===== config.mk =====
export PLATFORM = sky130hd
export DESIGN_NAME = pulse_rate_decoder
export DESIGN_NICKNAME = d
export VERILOG_FILES = /design/src/rtl/pulse_rate_decoder_pkg.sv /design/src/rtl/pulse_rate_decoder_interval.sv /design/src/rtl/pulse_rate_decoder.sv
export SDC_FILE = /design/constraint.sdc
export NUM_CORES = 1
export LEC_CHECK = 0
export ABC_AREA = 1
export BUFFER_PORTS_ARGS = -buffer_cell sky130_fd_sc_hd__clkbuf_2
export CAP_MARGIN = 20
export CORE_ASPECT_RATIO = 1.1
export CORE_MARGIN = 5
export CORE_UTILIZATION = 40
export DETAILED_ROUTE_END_ITERATION = 12
export HOLD_SLACK_MARGIN = 0.03
export PLACE_DENSITY = 0.54
export REMOVE_ABC_BUFFERS = 1
export SYNTH_ARGS = -nofsm -noshare
export SYNTH_HDL_FRONTEND = slang
export SYNTH_SLANG_ARGS = --single-unit

===== constraint.sdc =====
create_clock -name ClockIn -period 2.1 [get_ports ClockIn]
set_input_delay 0.315 -clock ClockIn [delete_from_list [all_inputs] [get_ports ClockIn]]
set_output_delay 0.315 -clock ClockIn [all_outputs]
set_load 0.01 [all_outputs]

===== src/rtl/pulse_rate_decoder_pkg.sv =====
// Shared speed codes, FSM state encoding and the code-to-interval map used by
// the pulse rate decoder.
package pulse_rate_decoder_pkg;

    localparam logic [1:0] SPD_FAST = 2'b00;
    localparam logic [1:0] SPD_1HZ  = 2'b01;
    localparam logic [1:0] SPD_HALF = 2'b10;
    localparam logic [1:0] SPD_QTR  = 2'b11;

    typedef enum logic [1:0] {
        IDLE   = 2'd0,
        FIRST  = 2'd1,
        CAND   = 2'd2,
        LOCKED = 2'd3
    } state_e;

    // Pulse interval, in clock cycles, produced by a divider running at 'code'.
    function automatic int unsigned spd_interval(input logic [1:0] code,
                                                 input int unsigned base);
        case (code)
            SPD_FAST: return 1;
            SPD_1HZ:  return base;
            SPD_HALF: return 2 * base;
            default:  return 4 * base;
        endcase
    endfunction

endpackage


===== src/rtl/pulse_rate_decoder_interval.sv =====
// Interval timer: counts cycles since the last pulse and flags a timeout once
// the slowest legal interval has elapsed without a new pulse.
module interval_timer #(
    parameter int unsigned BASE_TICKS = 500,
    parameter int unsigned CNT_W      = 11
) (
    input  logic             clk_i,
    input  logic             rst_i,
    input  logic             pulse_i,
    input  logic             run_i,
    output logic [CNT_W-1:0] interval_o,
    output logic             timeout_o
);

    localparam logic [CNT_W-1:0] LIMIT = CNT_W'(4 * BASE_TICKS);

    logic [CNT_W-1:0] cnt_q, cnt_d;

    // A pulse outranks the timeout: an on-time slowest-rate pulse is legal.
    assign timeout_o  = run_i && !pulse_i && (cnt_q == LIMIT);
    assign interval_o = cnt_q;

    // Restart on pulse, clear on timeout, count while armed, hold in IDLE.
    always_comb begin
        cnt_d = cnt_q;
        if (pulse_i)        cnt_d = CNT_W'(1);
        else if (timeout_o) cnt_d = '0;
        else if (run_i)     cnt_d = cnt_q + 1'b1;
    end

    // Counter register with synchronous reset.
    always_ff @(posedge clk_i) begin
        if (rst_i) cnt_q <= '0;
        else       cnt_q <= cnt_d;
    end

endmodule


===== src/rtl/pulse_rate_decoder.sv =====
// Pulse rate decoder: classifies the spacing of an enable pulse train back
// into its 2-bit speed code and reports lock once two consecutive intervals
// agree.
module pulse_rate_decoder
    import pulse_rate_decoder_pkg::*;
#(
    parameter int unsigned BASE_TICKS = 500,
    parameter int unsigned CNT_W      = 11
) (
    input  logic       ClockIn,
    input  logic       Reset,
    input  logic       PulseIn,
    output logic [1:0] SpeedOut,
    output logic       Valid,
    output logic       Error
);

    state_e           state_q, state_d;
    logic [1:0]       cand_q, cand_d;
    logic [1:0]       spd_q, spd_d;
    logic             vld_q, vld_d;
    logic             err_q, err_d;
    logic [CNT_W-1:0] interval;
    logic             timeout;
    logic             cls_ok;
    logic [1:0]       cls_code;

    interval_timer #(
        .BASE_TICKS (BASE_TICKS),
        .CNT_W      (CNT_W)
    ) u_timer (
        .clk_i      (ClockIn),
        .rst_i      (Reset),
        .pulse_i    (PulseIn),
        .run_i      (state_q != IDLE),
        .interval_o (interval),
        .timeout_o  (timeout)
    );

    // Map the measured interval onto one of the four legal speed codes.
    always_comb begin
        cls_ok   = 1'b0;
        cls_code = SPD_FAST;
        for (int c = 0; c < 4; c++) begin
            if (interval == CNT_W'(spd_interval(2'(c), BASE_TICKS))) begin
                cls_ok   = 1'b1;
                cls_code = 2'(c);
            end
        end
    end

    // Lock FSM: two matching intervals in a row are required to lock.
    always_comb begin
        state_d = state_q;
        cand_d  = cand_q;
        spd_d   = spd_q;
        vld_d   = vld_q;
        err_d   = 1'b0;
        if (PulseIn) begin
            case (state_q)
                IDLE: state_d = FIRST;
                FIRST: begin
                    if (cls_ok) begin
                        state_d = CAND;
                        cand_d  = cls_code;
                    end else begin
                        err_d   = 1'b1;
                    end
                end
                CAND: begin
                    if (!cls_ok) begin
                        state_d = FIRST;
                        err_d   = 1'b1;
                    end else if (cls_code == cand_q) begin
                        state_d = LOCKED;
                        spd_d   = cand_q;
                        vld_d   = 1'b1;
                    end else begin
                        cand_d  = cls_code;
                    end
                end
                default: begin
                    if (!cls_ok) begin
                        state_d = FIRST;
                        vld_d   = 1'b0;
                        err_d   = 1'b1;
                    end else if (cls_code != spd_q) begin
                        state_d = CAND;
                        cand_d  = cls_code;
                        vld_d   = 1'b0;
                    end
                end
            endcase
        end else if (timeout) begin
            state_d = IDLE;
            vld_d   = 1'b0;
            err_d   = 1'b1;
        end
    end

    // State and output registers; reset wins over any simultaneous pulse.
    always_ff @(posedge ClockIn) begin
        if (Reset) begin
            state_q <= IDLE;
            cand_q  <= SPD_FAST;
            spd_q   <= SPD_FAST;
            vld_q   <= 1'b0;
            err_q   <= 1'b0;
        end else begin
            state_q <= state_d;
            cand_q  <= cand_d;
            spd_q   <= spd_d;
            vld_q   <= vld_d;
            err_q   <= err_d;
        end
    end

    assign SpeedOut = spd_q;
    assign Valid    = vld_q;
    assign Error    = err_q;

endmodule


# ---- Yosys cells after proc, flatten, opt, wreduce, memory -nomap -nowiden
# Index checks and enable logic that the tools add are counted.
dict set report totals {
  inputBits 3
  elab_cells 74
  output_inout_bits 4
  regBits 19
}
dict set report op_classes {
  bitwise_logic 1
  n_reduce_logical 14
  addsub 1
  eq_ne 16
  n_mux 35
}
# cell n
set ops {}
lappend ops {{$mux W2} 14}
lappend ops {{$mux W1} 18}
lappend ops {{$pmux W2 S3} 2}
lappend ops {{$add A11 B1 Y11 const B} 1}
lappend ops {{$eq A11 B1 Y1 const B} 1}
lappend ops {{$eq A11 B10 Y1 const B} 1}
lappend ops {{$eq A11 B11 Y1 const B} 1}
lappend ops {{$eq A11 B9 Y1 const B} 1}
lappend ops {{$reduce_and A5 Y1} 2}
lappend ops {{$ne A3 B3 Y1 const B} 3}
lappend ops {{$reduce_and A4 Y1} 2}
lappend ops {{$ne A6 B2 Y1 const B} 1}
lappend ops {{$reduce_bool A3 Y1} 2}
lappend ops {{$ne A2 B2 Y1 const B} 2}
lappend ops {{$ne A4 B2 Y1 const B} 1}
lappend ops {{$ne A4 B4 Y1 const B} 1}
lappend ops {{$reduce_bool A2 Y1} 2}
lappend ops {{$reduce_or A3 Y1} 1}
lappend ops {{$eq A2 B1 Y1 const B} 1}
lappend ops {{$eq A2 B2 Y1} 1}
lappend ops {{$eq A2 B2 Y1 const B} 1}
lappend ops {{$logic_and A1 B1 Y1} 2}
lappend ops {{$logic_not A2 Y1} 1}
lappend ops {{$ne A2 B2 Y1} 1}
lappend ops {{4 further kinds} 4}

# ---- Longest topological paths before layout
dict set report logic_depth {
  depth_word 9
  ltp_mapped 15
  depth_no_buf 15
}

# ---- By module
# Synthesis repeated with hierarchy kept, for this count alone.
dict set report hier_totals {
  hier_cells 255
  area_unflattened_um2 1483.9
}
# mod seq_area_each_um2 cells_per_inst n_inst area_per_inst_um2
set modules_own_cells {}
lappend modules_own_cells {pulse_rate_decoder 160.2 154 1 818.3}
lappend modules_own_cells {interval_timer 220.2 101 1 665.6}

# ---- Least setup slack after synthesis
# OpenSTA, ideal clock, no wires.
dict set report synth_timing {
  path_kind {register to register}
  from {register u_timer.cnt_q[0] (netlist: u_timer.interval_o[0])}
  to {register state_q[0]}
  t_arrival_ns 1.554
  path_buffers 0
  synth_period_minus_slack_ns 1.669
  path_slack_ns 0.431
  required_time_ns 1.985
  path_stages_with_launch 15
  setup_time_ns 0.115
  path_cell_list {dfxtp_1 -> inv_1 -> ha_1 -> nand2_1 -> nor2_4 -> nand3_2 -> nand2_2 -> nor2_2 -> inv_1 -> nand3_1 -> nand2_1 -> inv_2 -> nand3_1 -> nand2_1 -> nor2_1}
}
dict set report synth_between {
  elab_chain_len 8
  elab_cells_between_ends 23
  cone_classes {9 x eq/ne; 11 x mux; 3 x reduce/logical}
}
# element line_no
set synth_rtl {}
lappend synth_rtl {{start: declaration} pulse_rate_decoder_interval.sv:17} ;# logic [CNT_W-1:0] cnt_q, cnt_d;
lappend synth_rtl {{start signal: assignment} pulse_rate_decoder_interval.sv:34} ;# else cnt_q <= cnt_d;
lappend synth_rtl {{$eq A11 B1 Y1} pulse_rate_decoder.sv:45} ;# if (interval == CNT_W'(spd_interval(2'(c), BASE_TICKS))) begin
lappend synth_rtl {{$mux W1 (4 in series)} pulse_rate_decoder.sv:45}
lappend synth_rtl {{$mux W2 (on tied branches)} {pulse_rate_decoder.sv:83, pulse_rate_decoder.sv:71}}
lappend synth_rtl {{$pmux W2 S3} pulse_rate_decoder.sv:60} ;# case (state_q)
lappend synth_rtl {{$mux W2} pulse_rate_decoder.sv:59} ;# if (PulseIn) begin
lappend synth_rtl {{end signal: assignment} pulse_rate_decoder.sv:110} ;# state_q <= state_d;
lappend synth_rtl {{end: declaration} pulse_rate_decoder.sv:18} ;# state_e state_q, state_d;
# Parallel ways exist; a longest one is shown, timed or not.
# A chain may end at the register's enable or synchronous reset.

# ---- Worst setup path in the final report
dict set report layout_timing {
  from {register u_timer.cnt_q[0] (netlist: u_timer.interval_o[0])}
  to {register spd_q[0] (netlist: SpeedOut[0])}
}
dict set report layout_between {
  elab_chain_len 6
  elab_cells_between_ends 13
  cone_classes {5 x eq/ne; 7 x mux; 1 x reduce/logical}
}
# element line_no
set layout_rtl {}
lappend layout_rtl {{$eq A11 B9 Y1 / $eq A11 B1 Y1 (equally long branches)} pulse_rate_decoder.sv:45}
lappend layout_rtl {{$mux W1} pulse_rate_decoder.sv:45}
lappend layout_rtl {{$mux W2 / $mux W1 (equally long branches) (2 in series)} pulse_rate_decoder.sv:45}
lappend layout_rtl {{$eq A2 B2 Y1 / $mux W1 (equally long branches)} {pulse_rate_decoder.sv:74, pulse_rate_decoder.sv:45}}
lappend layout_rtl {{$reduce_and A4 Y1 (no line) *} n/a}
lappend layout_rtl {{end signal: assignment} pulse_rate_decoder.sv:112} ;# spd_q <= spd_d;
lappend layout_rtl {{end: declaration} pulse_rate_decoder.sv:20} ;# logic [1:0] spd_q, spd_d;
# Mark *: on every way between the ends. The rest lies on a longest branch, timed or not.

==> reports/metrics.yaml <==
crit_arrival_ps: 2130
fmax_mhz: 524
async_reset_ff_share_pct: 0
totalWireLength_um: 2910
rsz0062_at_grt: "false"
dr.pass1.iters: 4
synth_edf_count: 0
clk_latency_ps: 300
core-area_mm2: 0.00310
synth_top_area_share_pct: 28.8
post_cts_buffers: 0
start_util_pct: 42.5
hold_violations: 0
rows: 21
die_y_um: 70.2
worstMarginPinSlew_ps: 380
cts_tree: "built"
final_antenna_net_count: 0
worst_ep_required_time_ps: 2320
via_per_inst: 5.08
syn2layout_area_growth_pct: 7.78
yosysTopAreaCell: "dfxtp_1"
yosysSeqAreaShare_pct: 28.8
dieArea_mm2: 0.00455
finalCriticalPeriod_ps: 1910
gp_congestion: 0.865
grt_max_degree: 11
clkTransAtPathRegs_ps: 110
grt_pass1_vias: 1203
avgSynthCellArea_um2: 6.80
synth_cells: 194
yosys_warnings: 0
critPathLaunchType: "register"
report.final.slew_viol_count: 0
p_per_area_mw_per_mm2: 487
setup_tns_ps: 0
cts_root_buffer: "clkbuf_4"
seqCellArea_um2: 380
setup_violations: 0
ios: 7
fillCellCount: 348
dr_total_vias: 1209
multi_input_area_um2: 833
yosysUniqueCellTypes: 27
synth-seq-cells: 19
crit_type: "register to register"
io_buffers: 6
worst_slew_margin_rel_pct: 74.6
cellLeakagePower_nw: 0.617
nets: 211
clockBufferDepth: 2
grt_usage_pct: 14.3
cts.htree.levels: 1
cp_max_fo: 7
skew_ps: 7.13
synth.area.top_cells: "dfxtp_1 29%, nand2_1 11%, nand3_1 7.6%"
cts_num_sinks: 19
dpl-instance-area_mm2: 0.00139
synth_top_flop_cell: "dfxtp_1"
wl_per_cell_um: 12.2
max_cap_violations: 0
finalInstanceArea_mm2: 0.00142
cts_buffers: 3
drc: 0
r2r_setup_slack_ps: 190
grt_first_pass_wirelength_um: 5260
antenna_found_initial: 0
yosysMostFrequentCell: "nand2_1"
ir_drop_mv: 0.225
overflow: 0
synth_common_cells: "37 x nand2_1, 26 x nor2_1, 23 x inv_1"
min_period_over_period_pct: 90.8
final_layout_size_suffix_gt1_share_pct: 20.1
netlist_area_mm2: 0.00132
hp-class: "primary input to register"
num_antenna_cells: 0
die_w_um: 64.7
initialDrtViolationCount: 47
hpwl_um: 2390
cp-end-kind: "register"
status: "completed"
per-layer routing:
metal,GRT usage [%],routed length (um)
met3,2.40,64
met4,6.81,110
met5,0,0
met2,24.0,1410
met1,17.5,1320
registers in the layout, indices dropped and copies added, names as in the netlist:
signal / cells
state_q: 2
Error: 1
cand_q: 2
SpeedOut: 2
u_timer.interval_o: 11
Valid: 1
critical path, cell delays in order, from the launching register on:
cell and delay, ps:
dfxtp_1 360, inv_1 100, ha_1 220, nand2_1 110, nor2_4 150, nand3_4 130
nand2_2 100, nand2_1 60, nand2_2 110, nand3_4 110, nor2_4 140, o21ai_0 80
a21oi_1 150
report_power, final:
group          leakage, nW  total [mW]  internal (mW)  switching (mW)
clock               0.0150       0.184         0.0739           0.110
combinational        0.448       0.125         0.0422          0.0824
sequential           0.154       0.383          0.371          0.0116
through the flow:
step / setup slack, ps / instances / utilization (%) / hold WS (ps) / power [mW]
4_1_cts: 185 / 238 / 45.7 / 231 / 0.704
3_5_place_dp: 228 / 234 / 44.9 / 489 / 0.514
5_1_grt: 1.32 / 238 / 45.8 / 242 / 0.741
2_1_floorplan: 431 / 194 / - / 384 / 0.482
3_3_place_gp: 238 / 234 / 44.9 / 479 / 0.513
6_report: 192 / 238 / 45.8 / 240 / 0.692
area by class of cell:
type / count / share of cell area, %
clock buffers: 4 / 1.85
inverters: 29 / 7.66
well taps: 34 / 2.99
flip-flops and latches: 19 / 26.8
repair buffers: 6 / 2.11
multi-input cells: 146 / 58.6
kinds of logic after synthesis:
| family | share of synthesized area, % |
|---|---|
| AO/OA/AOI/OAI | 8.44 |
| XOR/XNOR | 2.66 |
| adder cells (fa/ha/maj) | 2.85 |
| buffers and inverters | 8.25 |
| flip-flops | 28.8 |
| AND/OR/NAND/NOR | 49.0 |
cells in the final DEF, fill, tap and decap left out, types with 2 or more instances in the layout:
master    synthesis  routed
nand3_2           3       3
nor2_4            5       5
dfxtp_1          19      19
nand2_2           8       8
a21oi_1          14      14
nor3b_1           2       2
nand3_4           3       3
nand3_1          20      20
nor3_1            3       3
nand3b_1          3       3
ha_1              3       3
clkbuf_2          0       6
nor2_1           26      26
xor2_1            3       3
inv_1            23      23
nor2_2            3       3
nand2_1          37      37
o21ai_0           3       3
inv_2             6       6
clkbuf_4          0       3
worst paths after layout:
kind	startpoint	end	cells past startpoint
setup / recovery	u_timer.interval_o[0]$_SDFFE_PP0P_	SpeedOut[0]$_SDFFE_PP0P_	12
hold / removal	Reset	u_timer.interval_o[0]$_SDFFE_PP0P_	2
setup reg to reg	u_timer.interval_o[0]$_SDFFE_PP0P_	SpeedOut[0]$_SDFFE_PP0P_	12
hold reg to reg	Valid$_SDFFE_PP0P_	Valid$_SDFFE_PP0P_	2
what timing repair did:
item,4_1_cts,5_1_grt
endpoints found under the setup margin,0,2
hold buffers,0,0
resized for setup,0,1
Note: power is estimated with default switching activity, not from simulation.
